## src/rtl/wb_arb_pkg.sv

```systemverilog
// Shared types and constants for the two-master Wishbone arbiter.
package wb_arb_pkg;

    localparam int unsigned ADDR_W_DEF = 32;
    localparam int unsigned DATA_W_DEF = 32;

    // One-hot grant encodings; bit0 = m0 (instruction), bit1 = m1 (data)
    localparam logic [1:0] GNT_NONE = 2'b00;
    localparam logic [1:0] GNT_M0   = 2'b01;
    localparam logic [1:0] GNT_M1   = 2'b10;

    typedef enum logic [1:0] {
        IDLE = 2'b00,
        GNT0 = 2'b01,
        GNT1 = 2'b10
    } arb_state_e;

endpackage

```

## src/rtl/wb_timeout_cnt.sv

```systemverilog
// Per-transaction wait counter; flags the cycle in which the slave has run out of time.
module wb_timeout_cnt #(
    parameter int unsigned TIMEOUT = 255
) (
    input  logic clk,
    input  logic rst,
    input  logic clear,
    input  logic en,
    input  logic done,
    output logic expire
);

    localparam int unsigned     CntW    = (TIMEOUT == 0) ? 1 : $clog2(TIMEOUT + 1);
    localparam logic [CntW-1:0] MaxCnt  = CntW'(TIMEOUT);
    localparam logic [CntW-1:0] LastCnt = (TIMEOUT == 0) ? '0 : CntW'(TIMEOUT - 1);
    localparam bit              Enabled = (TIMEOUT != 0);

    logic [CntW-1:0] r_cnt;

    // Count waiting cycles; held at zero while idle and saturating instead of wrapping
    always_ff @(posedge clk) begin
        if (rst || clear) begin
            r_cnt <= '0;
        end else if (en && !done && (r_cnt != MaxCnt)) begin
            r_cnt <= r_cnt + CntW'(1);
        end
    end

    // A completing ack/err in the final cycle wins over the timeout
    assign expire = Enabled && en && !done && (r_cnt == LastCnt);

endmodule

```

## src/rtl/wb_arbiter_2m1s.sv

```systemverilog
// Round-robin arbiter joining the CPU instruction and data Wishbone masters onto one
// classic slave port, with a per-transaction bus timeout that returns err to the owner.
module wb_arbiter_2m1s
    import wb_arb_pkg::*;
#(
    parameter int unsigned ADDR_W  = ADDR_W_DEF,
    parameter int unsigned DATA_W  = DATA_W_DEF,
    parameter int unsigned TIMEOUT = 255,
    localparam int unsigned SEL_W  = DATA_W / 8
) (
    input  logic              clk,
    input  logic              rst,
    // m0: instruction master
    input  logic              m0_cyc,
    input  logic              m0_stb,
    input  logic              m0_we,
    input  logic [ADDR_W-1:0] m0_adr,
    input  logic [SEL_W-1:0]  m0_sel,
    input  logic [DATA_W-1:0] m0_wdat,
    output logic [DATA_W-1:0] m0_rdat,
    output logic              m0_ack,
    output logic              m0_err,
    // m1: data master
    input  logic              m1_cyc,
    input  logic              m1_stb,
    input  logic              m1_we,
    input  logic [ADDR_W-1:0] m1_adr,
    input  logic [SEL_W-1:0]  m1_sel,
    input  logic [DATA_W-1:0] m1_wdat,
    output logic [DATA_W-1:0] m1_rdat,
    output logic              m1_ack,
    output logic              m1_err,
    // shared slave port
    output logic              s_cyc,
    output logic              s_stb,
    output logic              s_we,
    output logic [ADDR_W-1:0] s_adr,
    output logic [SEL_W-1:0]  s_sel,
    output logic [DATA_W-1:0] s_wdat,
    input  logic [DATA_W-1:0] s_rdat,
    input  logic              s_ack,
    input  logic              s_err,
    output logic [1:0]        grant
);

    arb_state_e r_state;
    logic [1:0] r_grant;
    logic       r_last;     // owner of the most recent grant: 0 = m0, 1 = m1

    logic w_req0;
    logic w_req1;
    logic w_own0;
    logic w_own1;
    logic w_owner_cyc;
    logic w_done;
    logic w_expire;

    assign w_req0 = m0_cyc & m0_stb;
    assign w_req1 = m1_cyc & m1_stb;

    // Ownership is masked during reset so nothing leaks out in the reset cycle
    assign w_own0      = (r_state == GNT0) & ~rst;
    assign w_own1      = (r_state == GNT1) & ~rst;
    assign w_owner_cyc = (w_own0 & m0_cyc) | (w_own1 & m1_cyc);
    assign w_done      = s_ack | s_err;

    wb_timeout_cnt #(
        .TIMEOUT (TIMEOUT)
    ) u_timeout (
        .clk    (clk),
        .rst    (rst),
        .clear  (r_state == IDLE),
        .en     (w_owner_cyc),
        .done   (w_done),
        .expire (w_expire)
    );

    // Arbitration FSM: one transaction per grant, always returning through IDLE
    always_ff @(posedge clk) begin
        if (rst) begin
            r_state <= IDLE;
            r_grant <= GNT_NONE;
            r_last  <= 1'b1;
        end else begin
            unique case (r_state)
                IDLE: begin
                    if (w_req0 && (!w_req1 || r_last)) begin
                        r_state <= GNT0;
                        r_grant <= GNT_M0;
                    end else if (w_req1) begin
                        r_state <= GNT1;
                        r_grant <= GNT_M1;
                    end
                end
                GNT0: begin
                    if (!m0_cyc || w_done || w_expire) begin
                        r_state <= IDLE;
                        r_grant <= GNT_NONE;
                        r_last  <= 1'b0;
                    end
                end
                GNT1: begin
                    if (!m1_cyc || w_done || w_expire) begin
                        r_state <= IDLE;
                        r_grant <= GNT_NONE;
                        r_last  <= 1'b1;
                    end
                end
                default: begin
                    r_state <= IDLE;
                    r_grant <= GNT_NONE;
                end
            endcase
        end
    end

    assign grant = r_grant;

    // Read data goes to both masters; only the owner ever sees ack/err
    assign m0_rdat = s_rdat;
    assign m1_rdat = s_rdat;

    // Steer the owner onto the slave port; a timeout kills the strobe in its final cycle
    always_comb begin
        s_cyc  = 1'b0;
        s_stb  = 1'b0;
        s_we   = 1'b0;
        s_adr  = '0;
        s_sel  = '0;
        s_wdat = '0;
        m0_ack = 1'b0;
        m0_err = 1'b0;
        m1_ack = 1'b0;
        m1_err = 1'b0;
        if (w_own0) begin
            s_cyc  = m0_cyc & ~w_expire;
            s_stb  = m0_stb & ~w_expire;
            s_we   = m0_we;
            s_adr  = m0_adr;
            s_sel  = m0_sel;
            s_wdat = m0_wdat;
            m0_ack = s_ack;
            m0_err = s_err | w_expire;
        end else if (w_own1) begin
            s_cyc  = m1_cyc & ~w_expire;
            s_stb  = m1_stb & ~w_expire;
            s_we   = m1_we;
            s_adr  = m1_adr;
            s_sel  = m1_sel;
            s_wdat = m1_wdat;
            m1_ack = s_ack;
            m1_err = s_err | w_expire;
        end
    end

endmodule

```

## config.mk

```make
export PLATFORM = sky130hd
export DESIGN_NAME = wb_arbiter_2m1s
export DESIGN_NICKNAME = d
export VERILOG_FILES = /design/src/rtl/wb_arb_pkg.sv /design/src/rtl/wb_timeout_cnt.sv /design/src/rtl/wb_arbiter_2m1s.sv
export SDC_FILE = /design/constraint.sdc
export NUM_CORES = 1
export LEC_CHECK = 0
export BUFFER_PORTS_ARGS = -buffer_cell sky130_fd_sc_hd__buf_2
export CAP_MARGIN = 20
export CORE_AREA = 2 2 123 125
export CTS_CLUSTER_SIZE = 14
export DETAILED_ROUTE_END_ITERATION = 7
export DIE_AREA = 0 0 125 127
export SYNTH_ARGS = -nofsm -noshare
export SYNTH_HDL_FRONTEND = slang
export SYNTH_SLANG_ARGS = --single-unit
export TNS_END_PERCENT = 10
```

## constraint.sdc

```tcl
create_clock -name clk -period 2.8 [get_ports clk]
set_input_delay 0.28 -clock clk [delete_from_list [all_inputs] [get_ports clk]]
set_output_delay 0.28 -clock clk [all_outputs]
set_load 0.01 [all_outputs]
```

==> summary.txt, run 1 <==
Outcome: finished clean
Setup violations, final: 0
Level count of the clock H-tree: 1
Power spent charging and discharging nets: 0.184 mW
Starting DRC count in detailed routing: 152
Instance area after placement: 0.00272 sq mm
Crit path time final: 2.32 ns
Number of hold-repair buffers added at the cts stage: 0
Post-route non-filler standard cell count: 569
Int Pwr: 0.476 mW
Synth area leaders: sky130_fd_sc_hd__a22o_1 32%, sky130_fd_sc_hd__buf_4 25%, sky130_fd_sc_hd__dfxtp_1 12%, sky130_fd_sc_hd__clkbuf_1 3.0%, sky130_fd_sc_hd__mux2i_1 2.1%
Max-cap violation count: 0
Final weighted congestion of routability-driven global placement: 0.752
Max Freq: 430 MHz
Post-synth EDFFs: 0
Kind of start point of the critical path: flop
Largest fanout on the critical path: 10
Post-DR wirelength/cell: 16.5 um
Worst supply voltage drop on vdd: 143 uV
Critical Path AT: 2.04 ns
Required time worst endpoint: 2.52 ns
FP Rows: 44
Multi-input gate area: 0.00110 sq mm
Post-Place Setup Slack: 0.741 ns
Ys async rst share: 0%
Die area: 0.0159 sq mm
Chip height: 127 um
Final Hold Fails: 0
Total wire length after detailed routing: 9.38 mm
Synth warn: 0
Largest net degree at the start of global routing: 73
Fillers: 1670
Share of cells above drive strength 1: 60.8%
Distinct cell type count after synthesis: 40
Unrepaired setup endpoints after global routing: no
Die boundary width: 125 um
Clock tree sinks: 11
Antenna diode count: 0
DRC violation count after routing: 0
Switching Share: 27.9%
Final setup slack of the worst path: 0.476 ns
First drt pass iteration count: 4
Type of the worst min-delay path: in -> reg
Placeable Area: 0.0144 sq mm
Worst-Skew Late Latency: 0.24 ns
Type of element capturing the critical path: output pin
CP peak stage delay: 0.65 ns
Cell at the root of the clock tree: sky130_fd_sc_hd__clkbuf_16
Largest clock skew in the final design: 0.00185 ns
Grt ovf: 0
Post-CTS setup repair buffer count: 0
Pwr Density: 236 mW/mm^2
Number of port buffers: 222
Area of all placed cells without fillers: 0.00280 sq mm
Num CTS Buffers: 3
Fraction of synthesized cell area taken by the top area cell type: 32.0%
Met3 layer wire length in the routed design: 825 um
Initial antenna violation count: 0
Total met2 wirelength after detailed routing: 4.68 mm
Number of ports placed on the die boundary: 319
Leakage power summed over all cells: 1.51 nW
Top_reg_cell synth: sky130_fd_sc_hd__dfxtp_1
Antenna-violating nets left: 0
Met1 wire length: 3.76 mm
DR vias: 2413
Seq/Total Area, Yosys: 11.7%
Part of the total power dissipated in combinational logic: 35.3%
Global-route wire length before repair: 13.1 mm
Crit path cell chain: nand3b_1 -> a2111oi_2 -> nor2_1 -> nor2b_1 -> buf_2
Max Slew Vio Count: 0
Instance count after placement with tap cells included: 565
Post-Syn Area: 0.00189 sq mm
Detail-routed via count per cell: 4.24
Cell accounting for the most synthesized area: sky130_fd_sc_hd__a22o_1
Slowest cell on crit path: sky130_fd_sc_hd__a2111oi_2
Clk slew on worst S/H paths: 0.04 ns
Post-synthesis area per instance: 7.93 sq um
Register Area: 220 sq um
Cells after synthesis: 238
Post-cts gate resize count: 0
Share of the clock period used by the worst path after layout: 83.0%
Worst slew pin tran: 0.582 ns
Sum of net half-perimeters after detailed placement: 8.06 mm
Area Growth Syn to Fin: 48.2%
Maximum number of buffers from clock root to sink: 2
Post-Synthesis Net Count: 418
CTS tree: built
Number of global-route vias before repair: 2205
Final Net Count: 566
Worst setup path category: reg -> out
Clock Power Share: 39.9%
Final TNS setup: 0 ns
Effective utilization at floorplan: 13.1%
Number of synthesized register bits: 11
All-layer global routing usage: 10.6%
Fin Hold WS: 0.361 ns
Max-Slew Margin vs Limit: 61.2%
Part of the total power dissipated in sequential elements: 24.8%
Highest routed layer: met4
-- sequential cells by signal, summed over array words and instances (netlist names) --
register	count
grant	2
r_last	1
u_timeout.r_cnt	8
-- cells in the final DEF (no fill, tap or decap), types with 3 or more instances in the layout --
master / instances
sky130_fd_sc_hd__a211oi_1: 3
sky130_fd_sc_hd__a21oi_1: 5
sky130_fd_sc_hd__a22o_1: 69
sky130_fd_sc_hd__buf_2: 222
sky130_fd_sc_hd__clkbuf_16: 3
sky130_fd_sc_hd__dfxtp_1: 11
sky130_fd_sc_hd__inv_1: 3
sky130_fd_sc_hd__mux2i_1: 4
sky130_fd_sc_hd__nand2_1: 10
sky130_fd_sc_hd__nand3_1: 5
sky130_fd_sc_hd__nand3b_1: 3
sky130_fd_sc_hd__nor2_1: 8
sky130_fd_sc_hd__nor2b_1: 3
-- cell families (layout without fill, tap and decap cells) --
kind of cell | Yosys count | after routing | synth area share (%)
AO/OA/AOI/OAI | 91 | 91 | 40.9
buffers and inverters | 84 | 231 | 30.4
AND/OR/NAND/NOR | 46 | 46 | 13.6
flip-flops | 11 | 11 | 11.7
multiplexers | 4 | 4 | 2.12
adder cells (fa/ha/maj) | 2 | 2 | 1.33
-- cells in the mapped netlist (all sizes together), types with 3 or more instances --
cell	n
buf	65
nand3b	3
dfxtp	11
or2	3
clkbuf	16
nand2	10
nand3	5
nor2	8
nor3	3
a22o	69
mux2i	4
a211oi	3
nor2b	3
inv	3
a21oi	5
-- per-layer routing --
metal	track usage, %	vias up
met5	0	-
met4	2.61	0
met3	1.97	17
met2	18.3	187
met1	13.8	1067
li1	-	1142
-- power by group through the flow --
| stage | logic (mW) | registers [mW] | clock network [mW] |
|---|---|---|---|
| 2_1_floorplan | 0.175 | 0.165 | 0 |
| 3_3_place_gp | 0.236 | 0.166 | 0 |
| 3_5_place_dp | 0.237 | 0.166 | 0 |
| 4_1_cts | 0.237 | 0.164 | 0.268 |
| 5_1_grt | 0.254 | 0.164 | 0.276 |
| 6_report | 0.233 | 0.164 | 0.263 |
-- final cells by class --
| type | count | area share (%) |
|---|---|---|
| Clock buffer | 4 | 2.82 |
| Inverter | 3 | 0.403 |
| Multi-Input combinational cell | 143 | 39.5 |
| Sequential cell | 11 | 7.87 |
| Tap cell | 184 | 8.23 |
| Timing Repair Buffer | 224 | 41.2 |
-- critical path, delay by kind of cell (launching register included) --
family	cells	cell delay (ns)
compound gates	1	0.65
buf+inv	1	0.13
flops	1	0.53
simple gates	3	0.50
-- path summary, 6_finish.rpt --
check,cells past startpoint,startpoint,to,slack [ns]
max,5,grant[1]$_SDFFE_PP0P_,m1_err,0.48
min reg2reg,1,u_timeout.r_cnt[3]$_SDFFE_PP0P_,u_timeout.r_cnt[3]$_SDFFE_PP0P_,0.52
min,3,m0_cyc,grant[0]$_SDFFE_PP0P_,0.36
max reg2reg,4,grant[1]$_SDFFE_PP0P_,u_timeout.r_cnt[6]$_SDFFE_PP0P_,1.00
-- stage by stage --
step                utilization (%)  power (mW)
floorplan                         -       0.340
global placement               18.8       0.401
detailed placement             18.8       0.403
CTS                            19.4       0.669
global route                   19.4       0.694
finish                         19.4       0.660
No activity file was read; power rests on OpenSTA's default activity.
==> run 2, diff against run 1 <==
Settings changed: CORE_AREA 2 2 123 125 to 2 2 124 126, DIE_AREA 0 0 125 127 to 0 0 126 128.
Clock period 2.8 ns to 2.4 ns, I/O delays scaled along.
==> summary.txt, run 2 (same netlist as run 1, synthesis figures left out) <==
Outcome: finished clean
All-layer global routing usage: 9.54%
DR vias: 2380
Worst supply voltage drop on vdd: 183 uV
DRC violation count after routing: 0
Crit path time final: 2.19 ns
Final TNS setup: 0 ns
Number of ports placed on the die boundary: 319
Sum of net half-perimeters after detailed placement: 7.66 mm
Worst setup path category: reg -> out
Die area: 0.0161 sq mm
Max-cap violation count: 0
Post-cts gate resize count: 0
Share of the clock period used by the worst path after layout: 91.1%
Num CTS Buffers: 3
Level count of the clock H-tree: 1
Total wire length after detailed routing: 8.93 mm
Max-Slew Margin vs Limit: 58.8%
Kind of start point of the critical path: flop
Pwr Density: 276 mW/mm^2
Critical Path AT: 1.95 ns
Chip height: 128 um
Max FFs per register: 8
Type of the worst min-delay path: in -> reg
Number of global-route vias before repair: 2043
Final Net Count: 566
Setup violations, final: 0
Largest fanout on the critical path: 10
Max Slew Vio Count: 0
Grt ovf: 0
Starting DRC count in detailed routing: 119
Post-DR wirelength/cell: 15.6 um
Effective utilization at floorplan: 12.7%
Required time worst endpoint: 2.16 ns
Antenna diode count: 0
Largest clock skew in the final design: 0.00276 ns
Area Growth Syn to Fin: 48.5%
Detail-routed via count per cell: 4.15
CTS tree: built
Number of port buffers: 222
Initial antenna violation count: 0
Antenna-violating nets left: 0
Register Area: 220 sq um
Fillers: 1746
Placeable Area: 0.0149 sq mm
Maximum number of buffers from clock root to sink: 2
Global-route wire length before repair: 11.8 mm
Share of cells above drive strength 1: 60.8%
Leakage power summed over all cells: 1.51 nW
Worst-Skew Late Latency: 0.24 ns
Number of hold-repair buffers added at the cts stage: 0
Die boundary width: 126 um
Multi-input gate area: 0.00110 sq mm
Commonest non-fill, non-tap cell in the layout: sky130_fd_sc_hd__buf_2
Largest Register: u_timeout.r_cnt
Worst slew pin tran: 0.602 ns
Unrepaired setup endpoints after global routing: no
Type of element capturing the critical path: output pin
Post-CTS setup repair buffer count: 0
Max Freq: 457 MHz
Utilization of the core after routing: 18.8%
Largest net degree at the start of global routing: 74
FP Rows: 45
Clk slew on worst S/H paths: 0.04 ns
Clock tree sinks: 11
Final weighted congestion of routability-driven global placement: 0.745
Cell at the root of the clock tree: sky130_fd_sc_hd__clkbuf_16
Most used cells in the layout excluding fill and tap cells: 222 x sky130_fd_sc_hd__buf_2, 69 x sky130_fd_sc_hd__a22o_1, 11 x sky130_fd_sc_hd__dfxtp_1, 10 x sky130_fd_sc_hd__nand2_1, 8 x sky130_fd_sc_hd__nor2_1
Final Hold Fails: 0
Tot Pwr: 0.774 mW
First drt pass iteration count: 4
run 2: cell counts in the layout (fill, tap and decap cells not counted):
Identical to the previous run, type by type.
run 2: layout make-up:
type / instances / share of cell area, %
sequential: 11 / 7.86
tap: 188 / 8.40
multi-input combinational: 143 / 39.4
clock buffer: 4 / 2.81
inverter: 3 / 0.402
timing repair buffer: 224 / 41.1
run 2: power by group:
part	switching (mW)	total [mW]	internal, mW
registers	0.00467	0.191	0.186
clock network	0.0847	0.308	0.223
logic	0.129	0.276	0.146
run 2: critical path, stage by stage (launching register included):
cell and delay (ns):
sky130_fd_sc_hd__dfxtp_1 0.52, sky130_fd_sc_hd__nand3b_1 0.23, sky130_fd_sc_hd__a2111oi_2 0.59, sky130_fd_sc_hd__nor2_1 0.11, sky130_fd_sc_hd__nor2b_1 0.12, sky130_fd_sc_hd__buf_2 0.13
run 2: path summary, 6_finish.rpt:
| check | from | end | slack (ns) | cells after the start |
|---|---|---|---|---|
| setup / recovery | grant[1]$_SDFFE_PP0P_ | m0_err | 0.21 | 5 |
| hold / removal | m0_cyc | grant[0]$_SDFFE_PP0P_ | 0.32 | 3 |
| setup reg to reg | grant[1]$_SDFFE_PP0P_ | u_timeout.r_cnt[7]$_SDFFE_PP0P_ | 0.58 | 4 |
| hold reg to reg | u_timeout.r_cnt[3]$_SDFFE_PP0P_ | u_timeout.r_cnt[3]$_SDFFE_PP0P_ | 0.53 | 1 |
run 2: per-stage QoR:
stage / hold WS, ns / setup WS (ns) / instances / cell area [sq um]
after floorplan: 0.412 / 0.662 / 238 / 1890
after CTS: 0.313 / 0.207 / 573 / 2800
after global placement: 0.480 / 0.515 / 569 / 2720
final: 0.322 / 0.213 / 573 / 2800
after detailed placement: 0.480 / 0.461 / 569 / 2720
after global routing: 0.351 / 0.0488 / 573 / 2800
run 2: per-layer routing:
| layer | GRT usage (%) | part of all wire (%) | up-vias |
|---|---|---|---|
| li1 | - | - | 1142 |
| met1 | 13.1 | 43 | 1075 |
| met2 | 14.8 | 48 | 147 |
| met3 | 2.13 | 7.5 | 16 |
| met4 | 3.04 | 1.2 | 0 |
| met5 | 0 | 0 | - |
==> run 3, diff against run 2 <==
Settings changed: RECOVER_POWER set to 100.
Clock period 2.4 ns to 1.83 ns, I/O delays scaled along.
==> summary.txt, run 3 (same netlist as run 1, synthesis figures left out) <==
Outcome: finished, violations left
Failing checks: negative setup slack
Initial antenna violation count: 0
Effective utilization at floorplan: 12.7%
Largest Register: u_timeout.r_cnt
Starting DRC count in detailed routing: 138
Clk slew on worst S/H paths: 0.05 ns
Num CTS Buffers: 3
Final setup slack of the worst path: -0.00420 ns
Clock Power Share: 39.6%
Critical Path AT: 1.65 ns
Level count of the clock H-tree: 1
DRC violation count after routing: 0
Number of ports placed on the die boundary: 319
Final weighted congestion of routability-driven global placement: 0.838
Multi-input gate area: 0.00115 sq mm
Worst slew pin tran: 0.489 ns
Chip height: 128 um
Number of port buffers: 222
Kind of start point of the critical path: flop
Share of cells above drive strength 1: 65.7%
Final Net Count: 583
Max-Slew Margin vs Limit: 66.6%
Sum of net half-perimeters after detailed placement: 7.82 mm
Busiest grt layer: met2
CTS tree: built
Part of the total power dissipated in sequential elements: 23.3%
Number of global-route vias before repair: 2266
Largest clock skew in the final design: 0.000907 ns
Global routing usage on met1: 14.3%
Unrepaired setup endpoints after global routing: yes
Setup violations, final: 1
Largest net degree at the start of global routing: 50
Cell at the root of the clock tree: sky130_fd_sc_hd__clkbuf_16
Worst setup path category: reg -> out
Area Growth Syn to Fin: 63.0%
Antenna diode count: 0
Global-route wire length before repair: 12.8 mm
Max Slew Vio Count: 0
First drt pass iteration count: 4
Max-cap violation count: 0
Max FFs per register: 8
Type of element capturing the critical path: output pin
Crit path time final: 1.83 ns
Final Hold Fails: 0
Fillers: 1730
Grt ovf: 0
Largest fanout on the critical path: 3
All-layer global routing usage: 10.4%
Met3 layer usage reported by global route: 1.92%
DR vias: 2516
Post-Place Setup Slack: 0.0430 ns
FP Rows: 45
Pwr Density: 346 mW/mm^2
Max Freq: 545 MHz
Placeable Area: 0.0149 sq mm
Commonest non-fill, non-tap cell in the layout: sky130_fd_sc_hd__buf_2
Share of the clock period used by the worst path after layout: 100%
Worst-Skew Late Latency: 0.25 ns
Leakage power summed over all cells: 1.63 nW
Switching Share: 29.9%
Type of the worst min-delay path: in -> reg
Maximum number of buffers from clock root to sink: 2
Antenna-violating nets left: 0
Most used cells in the layout excluding fill and tap cells: 221 x sky130_fd_sc_hd__buf_2, 68 x sky130_fd_sc_hd__a22o_1, 13 x sky130_fd_sc_hd__buf_4, 10 x sky130_fd_sc_hd__nand2_1
Post-DR wirelength/cell: 16.7 um
Die boundary width: 126 um
Worst supply voltage drop on vdd: 239 uV
Clock tree sinks: 11
Die area: 0.0161 sq mm
Register Area: 231 sq um
Total wire length after detailed routing: 9.85 mm
Detail-routed via count per cell: 4.26
Required time worst endpoint: 1.65 ns
Part of the total power dissipated in combinational logic: 37.1%
Fin Hold WS: 0.286 ns
Power spent charging and discharging nets: 0.318 mW
Int Pwr: 0.746 mW
Met2 demand-to-capacity share in global routing: 16.3%
-- run 3: changes by cell type in the layout (fill, tap and decap cells not counted), sizes merged --
cell / previous run / this run
buf: 224 / 240
clkinv: 0 / 1
-- run 3: timing repair --
| action | CTS | global route |
|---|---|---|
| setup endpoints to repair | 73 | 67 |
| gates cloned | 1 | 1 |
| pin swaps | 6 | 4 |
| hold buffers | 0 | 0 |
| gates resized for setup | 13 | 14 |
| buffers inserted | 4 | 5 |
-- run 3: area by class of cell --
class,count,area share [%]
flip-flops and latches,11,7.53
repair buffers,241,44.2
multi-input cells,143,37.5
inverters,3,0.529
well taps,188,7.65
clock inverters,1,0.163
clock buffers,3,2.44
-- run 3: stage by stage --
stage	total power, mW	utilization, %	TNS [ns]	std cells	instance area (sq um)
2_1_floorplan	0.520	-	0	238	1890
3_5_place_dp	0.621	18.6	0	575	2770
4_1_cts	1.06	20.0	-0.254	584	2970
5_1_grt	1.11	20.7	-0.356	590	3080
6_report	1.06	20.7	-0.00420	590	3080
3_3_place_gp	0.625	18.6	0	575	2770
-- run 3: power groups by stage --
stage          sequential (mW)  clock (mW)  combinational [mW]
6_report                 0.248       0.421               0.395
2_1_floorplan            0.252           0               0.268
3_5_place_dp             0.253           0               0.368
5_1_grt                  0.248       0.436               0.423
4_1_cts                  0.247       0.426               0.383
3_3_place_gp             0.253           0               0.372
-- run 3: per-layer routing --
| metal | vias to the layer above | wire, um |
|---|---|---|
| met5 | - | 0 |
| met4 | 0 | 174 |
| met3 | 21 | 762 |
| met2 | 160 | 4620 |
| met1 | 1154 | 4290 |
| li1 | 1181 | - |
-- run 3: path summary, 6_finish.rpt --
| check | from | endpoint | slack, ns | cells after the start |
|---|---|---|---|---|
| max reg2reg | u_timeout.r_cnt[0]$_SDFFE_PP0P_ | r_last$_SDFFE_PP1P_ | 0.07 | 7 |
| min reg2reg | u_timeout.r_cnt[2]$_SDFFE_PP0P_ | u_timeout.r_cnt[2]$_SDFFE_PP0P_ | 0.52 | 1 |
| max | u_timeout.r_cnt[0]$_SDFFE_PP0P_ | s_stb | -0.004 | 7 |
| min | m0_cyc | grant[0]$_SDFFE_PP0P_ | 0.29 | 3 |
-- run 3: critical path: stages (launching register included) --
cell and delay, ns:
sky130_fd_sc_hd__dfxtp_4 0.35, sky130_fd_sc_hd__inv_4 0.05, sky130_fd_sc_hd__ha_4 0.11, sky130_fd_sc_hd__nand4b_1 0.17, sky130_fd_sc_hd__a2111oi_4 0.37, sky130_fd_sc_hd__buf_4 0.20
sky130_fd_sc_hd__nor2_2 0.03, sky130_fd_sc_hd__buf_2 0.13
